`config.mk`:
```
export PLATFORM = sky130hd
export DESIGN_NAME = uart_alu_interface
export DESIGN_NICKNAME = d
export VERILOG_FILES = /design/src/rtl/uart_alu_interface_pkg.sv /design/src/rtl/uart_alu_interface_frame_timer.sv /design/src/rtl/uart_alu_interface.sv
export SDC_FILE = /design/constraint.sdc
export NUM_CORES = 1
export LEC_CHECK = 0
export BUFFER_PORTS_ARGS = -buffer_cell sky130_fd_sc_hd__buf_4
export CAP_MARGIN = 40
export CORE_ASPECT_RATIO = 0.5
export CORE_MARGIN = 8
export CORE_UTILIZATION = 25
export DETAILED_ROUTE_END_ITERATION = 12
export PLACE_DENSITY = 0.51
export SLEW_MARGIN = 20
export SYNTH_ARGS = -nofsm -noshare
export SYNTH_HDL_FRONTEND = slang
export SYNTH_HIERARCHICAL = 1
export SYNTH_SLANG_ARGS = --single-unit
```
`constraint.sdc`:
```
create_clock -name i_clk -period 2.7 [get_ports i_clk]
set_clock_uncertainty 0.15 [all_clocks]
set_input_delay 0.27 -clock i_clk [delete_from_list [all_inputs] [get_ports i_clk]]
set_output_delay 0.27 -clock i_clk [all_outputs]
set_load 0.02 [all_outputs]
```
`src/rtl/uart_alu_interface_pkg.sv`:
```
// Opcode values and helpers shared by the UART/ALU glue logic and the ALU.
// Opcodes are defined once here so both blocks agree on the encoding.
package uart_alu_interface_pkg;
    localparam int NB_DATA_DEF = 8;
    localparam int NB_OP_DEF   = 6;

    localparam logic [NB_OP_DEF-1:0] OP_ADD = 6'h20;
    localparam logic [NB_OP_DEF-1:0] OP_SUB = 6'h22;
    localparam logic [NB_OP_DEF-1:0] OP_AND = 6'h24;
    localparam logic [NB_OP_DEF-1:0] OP_OR  = 6'h25;
    localparam logic [NB_OP_DEF-1:0] OP_XOR = 6'h26;
    localparam logic [NB_OP_DEF-1:0] OP_SRA = 6'h03;
    localparam logic [NB_OP_DEF-1:0] OP_SRL = 6'h02;
    localparam logic [NB_OP_DEF-1:0] OP_NOR = 6'h27;

    function automatic logic is_legal_op(input logic [NB_OP_DEF-1:0] op);
        case (op)
            OP_ADD, OP_SUB, OP_AND, OP_OR,
            OP_XOR, OP_SRA, OP_SRL, OP_NOR: return 1'b1;
            default:                        return 1'b0;
        endcase
    endfunction
endpackage

```
`src/rtl/uart_alu_interface_frame_timer.sv`:
```
// Inter-byte idle counter with synchronous clear, count enable and terminal-count flag.
module frame_timer #(
    parameter int TIMEOUT_CYC = 1000000
) (
    input  logic i_clk,
    input  logic i_rst_n,
    input  logic i_clr,
    input  logic i_en,
    output logic o_tc
);
    localparam int W = (TIMEOUT_CYC > 2) ? $clog2(TIMEOUT_CYC) : 1;
    localparam logic [W-1:0] LAST = W'(TIMEOUT_CYC - 2);

    logic [W-1:0] cnt;

    always_ff @(posedge i_clk or negedge i_rst_n) begin
        if (!i_rst_n)   cnt <= '0;
        else if (i_clr) cnt <= '0;
        else if (i_en)  cnt <= cnt + W'(1);
    end

    // Fires in the cycle whose edge brings the count to TIMEOUT_CYC-1, so the
    // registered error lands exactly TIMEOUT_CYC cycles after the accepted byte.
    assign o_tc = i_en && !i_clr && (cnt == LAST);
endmodule

```
`src/rtl/uart_alu_interface.sv`:
```
// Assembles A/B/opcode frames from the UART receiver, strobes the ALU, and
// returns the one-byte result to the UART transmitter.
module uart_alu_interface
    import uart_alu_interface_pkg::*;
#(
    parameter int NB_DATA     = NB_DATA_DEF,
    parameter int NB_OP       = NB_OP_DEF,
    parameter int TIMEOUT_CYC = 1000000
) (
    input  logic               i_clk,
    input  logic               i_rst_n,
    input  logic [NB_DATA-1:0] i_rx_data,
    input  logic               i_rx_done,
    input  logic               i_tx_done,
    input  logic [NB_DATA-1:0] i_alu_result,
    output logic [NB_DATA-1:0] o_datoA,
    output logic [NB_DATA-1:0] o_datoB,
    output logic [NB_OP-1:0]   o_operation,
    output logic               o_alu_valid,
    output logic [NB_DATA-1:0] o_tx_data,
    output logic               o_tx_start,
    output logic               o_err_op,
    output logic               o_err_timeout
);
    typedef enum logic [2:0] {
        WAIT_A, WAIT_B, WAIT_OP, EXEC, SEND, WAIT_TX
    } state_t;

    state_t           state;
    logic             in_frame;
    logic             tmr_clr;
    logic             tmr_tc;
    logic [NB_OP-1:0] op_byte;
    logic             op_ok;

    assign in_frame = (state == WAIT_B) || (state == WAIT_OP);
    assign tmr_clr  = (state == WAIT_A) || (in_frame && i_rx_done);
    assign op_byte  = i_rx_data[NB_OP-1:0];
    assign op_ok    = is_legal_op(NB_OP_DEF'(op_byte));

    frame_timer #(.TIMEOUT_CYC(TIMEOUT_CYC)) u_timer (
        .i_clk   (i_clk),
        .i_rst_n (i_rst_n),
        .i_clr   (tmr_clr),
        .i_en    (in_frame),
        .o_tc    (tmr_tc)
    );

    always_ff @(posedge i_clk or negedge i_rst_n) begin
        if (!i_rst_n) begin
            state         <= WAIT_A;
            o_datoA       <= '0;
            o_datoB       <= '0;
            o_operation   <= '0;
            o_alu_valid   <= 1'b0;
            o_tx_data     <= '0;
            o_tx_start    <= 1'b0;
            o_err_op      <= 1'b0;
            o_err_timeout <= 1'b0;
        end else begin
            o_alu_valid   <= 1'b0;
            o_tx_start    <= 1'b0;
            o_err_op      <= 1'b0;
            o_err_timeout <= 1'b0;
            case (state)
                WAIT_A: if (i_rx_done) begin
                    o_datoA <= i_rx_data;
                    state   <= WAIT_B;
                end
                WAIT_B: if (i_rx_done) begin
                    o_datoB <= i_rx_data;
                    state   <= WAIT_OP;
                end else if (tmr_tc) begin
                    o_err_timeout <= 1'b1;
                    state         <= WAIT_A;
                end
                WAIT_OP: if (i_rx_done) begin
                    if (op_ok) begin
                        o_operation <= op_byte;
                        o_alu_valid <= 1'b1;
                        state       <= EXEC;
                    end else begin
                        o_err_op <= 1'b1;
                        state    <= WAIT_A;
                    end
                end else if (tmr_tc) begin
                    o_err_timeout <= 1'b1;
                    state         <= WAIT_A;
                end
                // Operands are stable during EXEC, so the ALU output is valid here.
                EXEC: begin
                    o_tx_data  <= i_alu_result;
                    o_tx_start <= 1'b1;
                    state      <= SEND;
                end
                SEND:    state <= WAIT_TX;
                WAIT_TX: if (i_tx_done) state <= WAIT_A;
                default: state <= WAIT_A;
            endcase
        end
    end
endmodule

```
==> flow_summary.ini <==
[cells_and_area]
final_common_cell = dfrtp_1
area_growth_syn_to_layout_pct = 31.26
multi_input_area_mm2 = 0.001095
fin_area_mm2 = 0.003426
antenna_cells = 0
stdcell_count = 419
final_cell_mix = dfrtp_1, buf_4, mux2_2
fin_nets = 296
nFillCells = 1019
drive_above_1_share = 0.3871
seqCellArea_mm2 = 0.001426
postLayoutCoreUtil = 0.3364

[clock_tree]
cts_resized = 0
post_cts_buffers = 0
numCtsBuffers = 9
cts_max_level = 3
clockBufferDepth = 2
cts_tree = built
root_buffer = clkbuf_16
clkTransAtPathRegs_ns = 0.05
clk-insertion-delay-late_ns = 0.32
numClockSinks = 57

[status]
status = finished, final reports clean

[die]
core-area_mm2 = 0.01018
dieArea_mm2 = 0.01416
num_rows = 26
io_pins = 54
fp.dieW_um = 160.5
die_y_um = 88.25
start_util = 0.2563

[worst_setup_path]
critPathMaxFanout = 10
reg2reg_depth = 6
crit_type = flip-flop to flip-flop
r2r_start = u_timer/cnt[6]$_DFFE_PN0P_
reg2reg_slack_ns = 0.38
critPathArrivalTime_ns = 2.37
startpoint_type = flip-flop
critical_path_required_ns = 2.74
cp-end-kind = flip-flop
timing.rr.end = state[0]$_DFFE_PN0P_

[hold_path]
min_path_type = input pin to flip-flop
min_to = o_tx_data[5]$_DFFE_PN0P_
holdPathStages = 2
hold_start = i_alu_result[5]

[timing]
min_period_ns = 2.323
hold_violations = 0
fin_setup_tns_ns = 0
rsz0062_at_grt = no
worst_pin_slew_ns = 0.7350
finalMaxSlewViolations = 0
slew_headroom = 0.5100
fmaxAchievable_ghz = 0.4305
finalSetupViolCount = 0
period_share = 0.8604

[synthesis]
async_flop_share = 1.000
synth_nets = 239
yosys_warnings = 6
ys_types = 40
synth_flop_cell = dfrtp_1
syn_area_mm2 = 0.002610
synth_area_per_cell_um2 = 12.03
netlist_instances = 217
ys_seq_area_frac = 0.5465
synth_edf_count = 0
ys_ff_latch = 57

[route]
wl_per_cell_um = 14.39
wl_met1_mm = 2.770
vias = 1798
wl_met3_um = 163
drc = 0
vias_per_cell = 4.291
final_antenna_net_count = 0
drt-pass1-iter-count = 4
drt_iter0_drc = 100
wl_met2_mm = 3.032
wirelength_mm = 6.031
top_layer_used = met4

[placed_design]
io_buffer_count = 53
dp.cells = 402
place_congestion = 0.7458
place_hpwl_mm = 4.264
dpl_cell_area_mm2 = 0.003128

[power_and_ir_drop]
power.density_mw_per_mm2 = 1086
combPwrFrac = 0.356
power.share.clock = 0.293
p_leak_nw = 1.521
p_switching_mw = 1.266
p_sw_frac = 0.3405
p_seq_frac = 0.351
finalPower_mw = 3.719
irDropWorstVdd_mv = 0.5007
p_int_mw = 2.453

[global_route]
grt_overflow = 0
grt_use_total = 0.08809
antenna_found_initial = 0
grt_max_degree = 58
grt_pass1_wl_mm = 9.929
grt_pass1_vias = 1906

[job]
drv_cap = 0
-- repair_timing --
item | in CTS | in global routing
hold buffers | 1 | 0
endpoints found under the hold margin | 57 | 0
endpoints found under the setup margin | 0 | 0
-- how the worst max path moves through the flow --
stage / cells past startpoint / slack, ns / start / endpoint
floorplan: 7 / 0.57 / state[0]$_DFFE_PN0P_ / u_timer/cnt[19]$_DFFE_PN0P_
CTS: 6 / 0.37 / u_timer/cnt[6]$_DFFE_PN0P_ / state[0]$_DFFE_PN0P_
detailed placement: 6 / 0.39 / u_timer/cnt[6]$_DFFE_PN0P_ / state[0]$_DFFE_PN0P_
finish: 6 / 0.38 / u_timer/cnt[6]$_DFFE_PN0P_ / state[0]$_DFFE_PN0P_
global placement: 6 / 0.45 / u_timer/cnt[6]$_DFFE_PN0P_ / state[0]$_DFFE_PN0P_
global route: 6 / 0.22 / u_timer/cnt[6]$_DFFE_PN0P_ / state[0]$_DFFE_PN0P_
-- metal layers --
layer  track usage  vias up
met2        0.1514       22
li1              -      885
met3       0.02739        4
met5             0        -
met1        0.1026      887
met4       0.03535        0
-- area by class of cell --
cell class / instances / area share
sequential: 57 / 0.4164
multi-input combinational: 145 / 0.3196
timing repair buffer: 56 / 0.1234
clock buffer: 10 / 0.06684
tap: 140 / 0.05113
clock inverter: 6 / 0.01717
inverter: 5 / 0.005478
-- cells in the mapped netlist (2+ instances only) --
master	instances	area share
nor4_1	2	0.0048
nand3_1	6	0.012
dfrtp_1	57	0.55
buf_6	4	0.017
and4_1	3	0.010
nor2_1	19	0.027
nor4_4	2	0.016
clkbuf_1	4	0.0058
and2b_1	2	0.0058
or4_1	2	0.0058
a21oi_1	10	0.019
nand4b_1	2	0.0067
mux2_2	28	0.12
and2_1	3	0.0072
xor2_1	9	0.030
nand2_1	12	0.017
ha_1	2	0.0096
buf_2	2	0.0038
and3_1	3	0.0072
or3_1	6	0.014
nand4_1	7	0.017
xnor2_1	3	0.010
o21ai_0	8	0.015
inv_1	5	0.0072
-- worst max-delay path, stage by stage (launching register included) --
cell and delay [ns]:
dfrtp_1 0.50, or4b_2 0.67, nor4_1 0.45, nor2_1 0.11
nand2_1 0.09, o221a_2 0.17, o21bai_1 0.06
-- state kept, by name, indices dropped and copies added, names as in the netlist, 3 cells and up --
name         count
o_operation      6
o_datoA          8
state            3
o_tx_data        8
o_datoB          8
u_timer/cnt     20
-- stage by stage --
step | hold WS [ns] | setup slack (ns)
global placement | 0.2189 | 0.4501
floorplan | -0.1756 | 0.5673
detailed placement | 0.2401 | 0.3866
global route | 0.02303 | 0.2229
CTS | 0.02493 | 0.3714
finish | 0.03143 | 0.3770
-- power groups by stage --
| stage | Clock, mW | Sequential, mW | Combinational (mW) |
|---|---|---|---|
| 2_1_floorplan | 0 | 1.51 | 0.589 |
| 3_3_place_gp | 0 | 1.30 | 1.33 |
| 3_5_place_dp | 0 | 1.32 | 1.35 |
| 4_1_cts | 1.12 | 1.31 | 1.35 |
| 5_1_grt | 1.16 | 1.34 | 1.42 |
| 6_report | 1.09 | 1.30 | 1.32 |
-- cell families (layout without fill, tap and decap cells) --
group,after synthesis,after routing,share of synthesized area
muxes,28,28,0.1208
and+or+nand+nor,79,79,0.1946
adders and majority gates,3,3,0.01342
xor gates and xnor gates,12,12,0.04027
buffers and inverters,15,77,0.03403
DFF,57,57,0.5465
AOI/OAI and AO/OA,23,23,0.05034
Note: power is estimated with default switching activity, not from simulation.
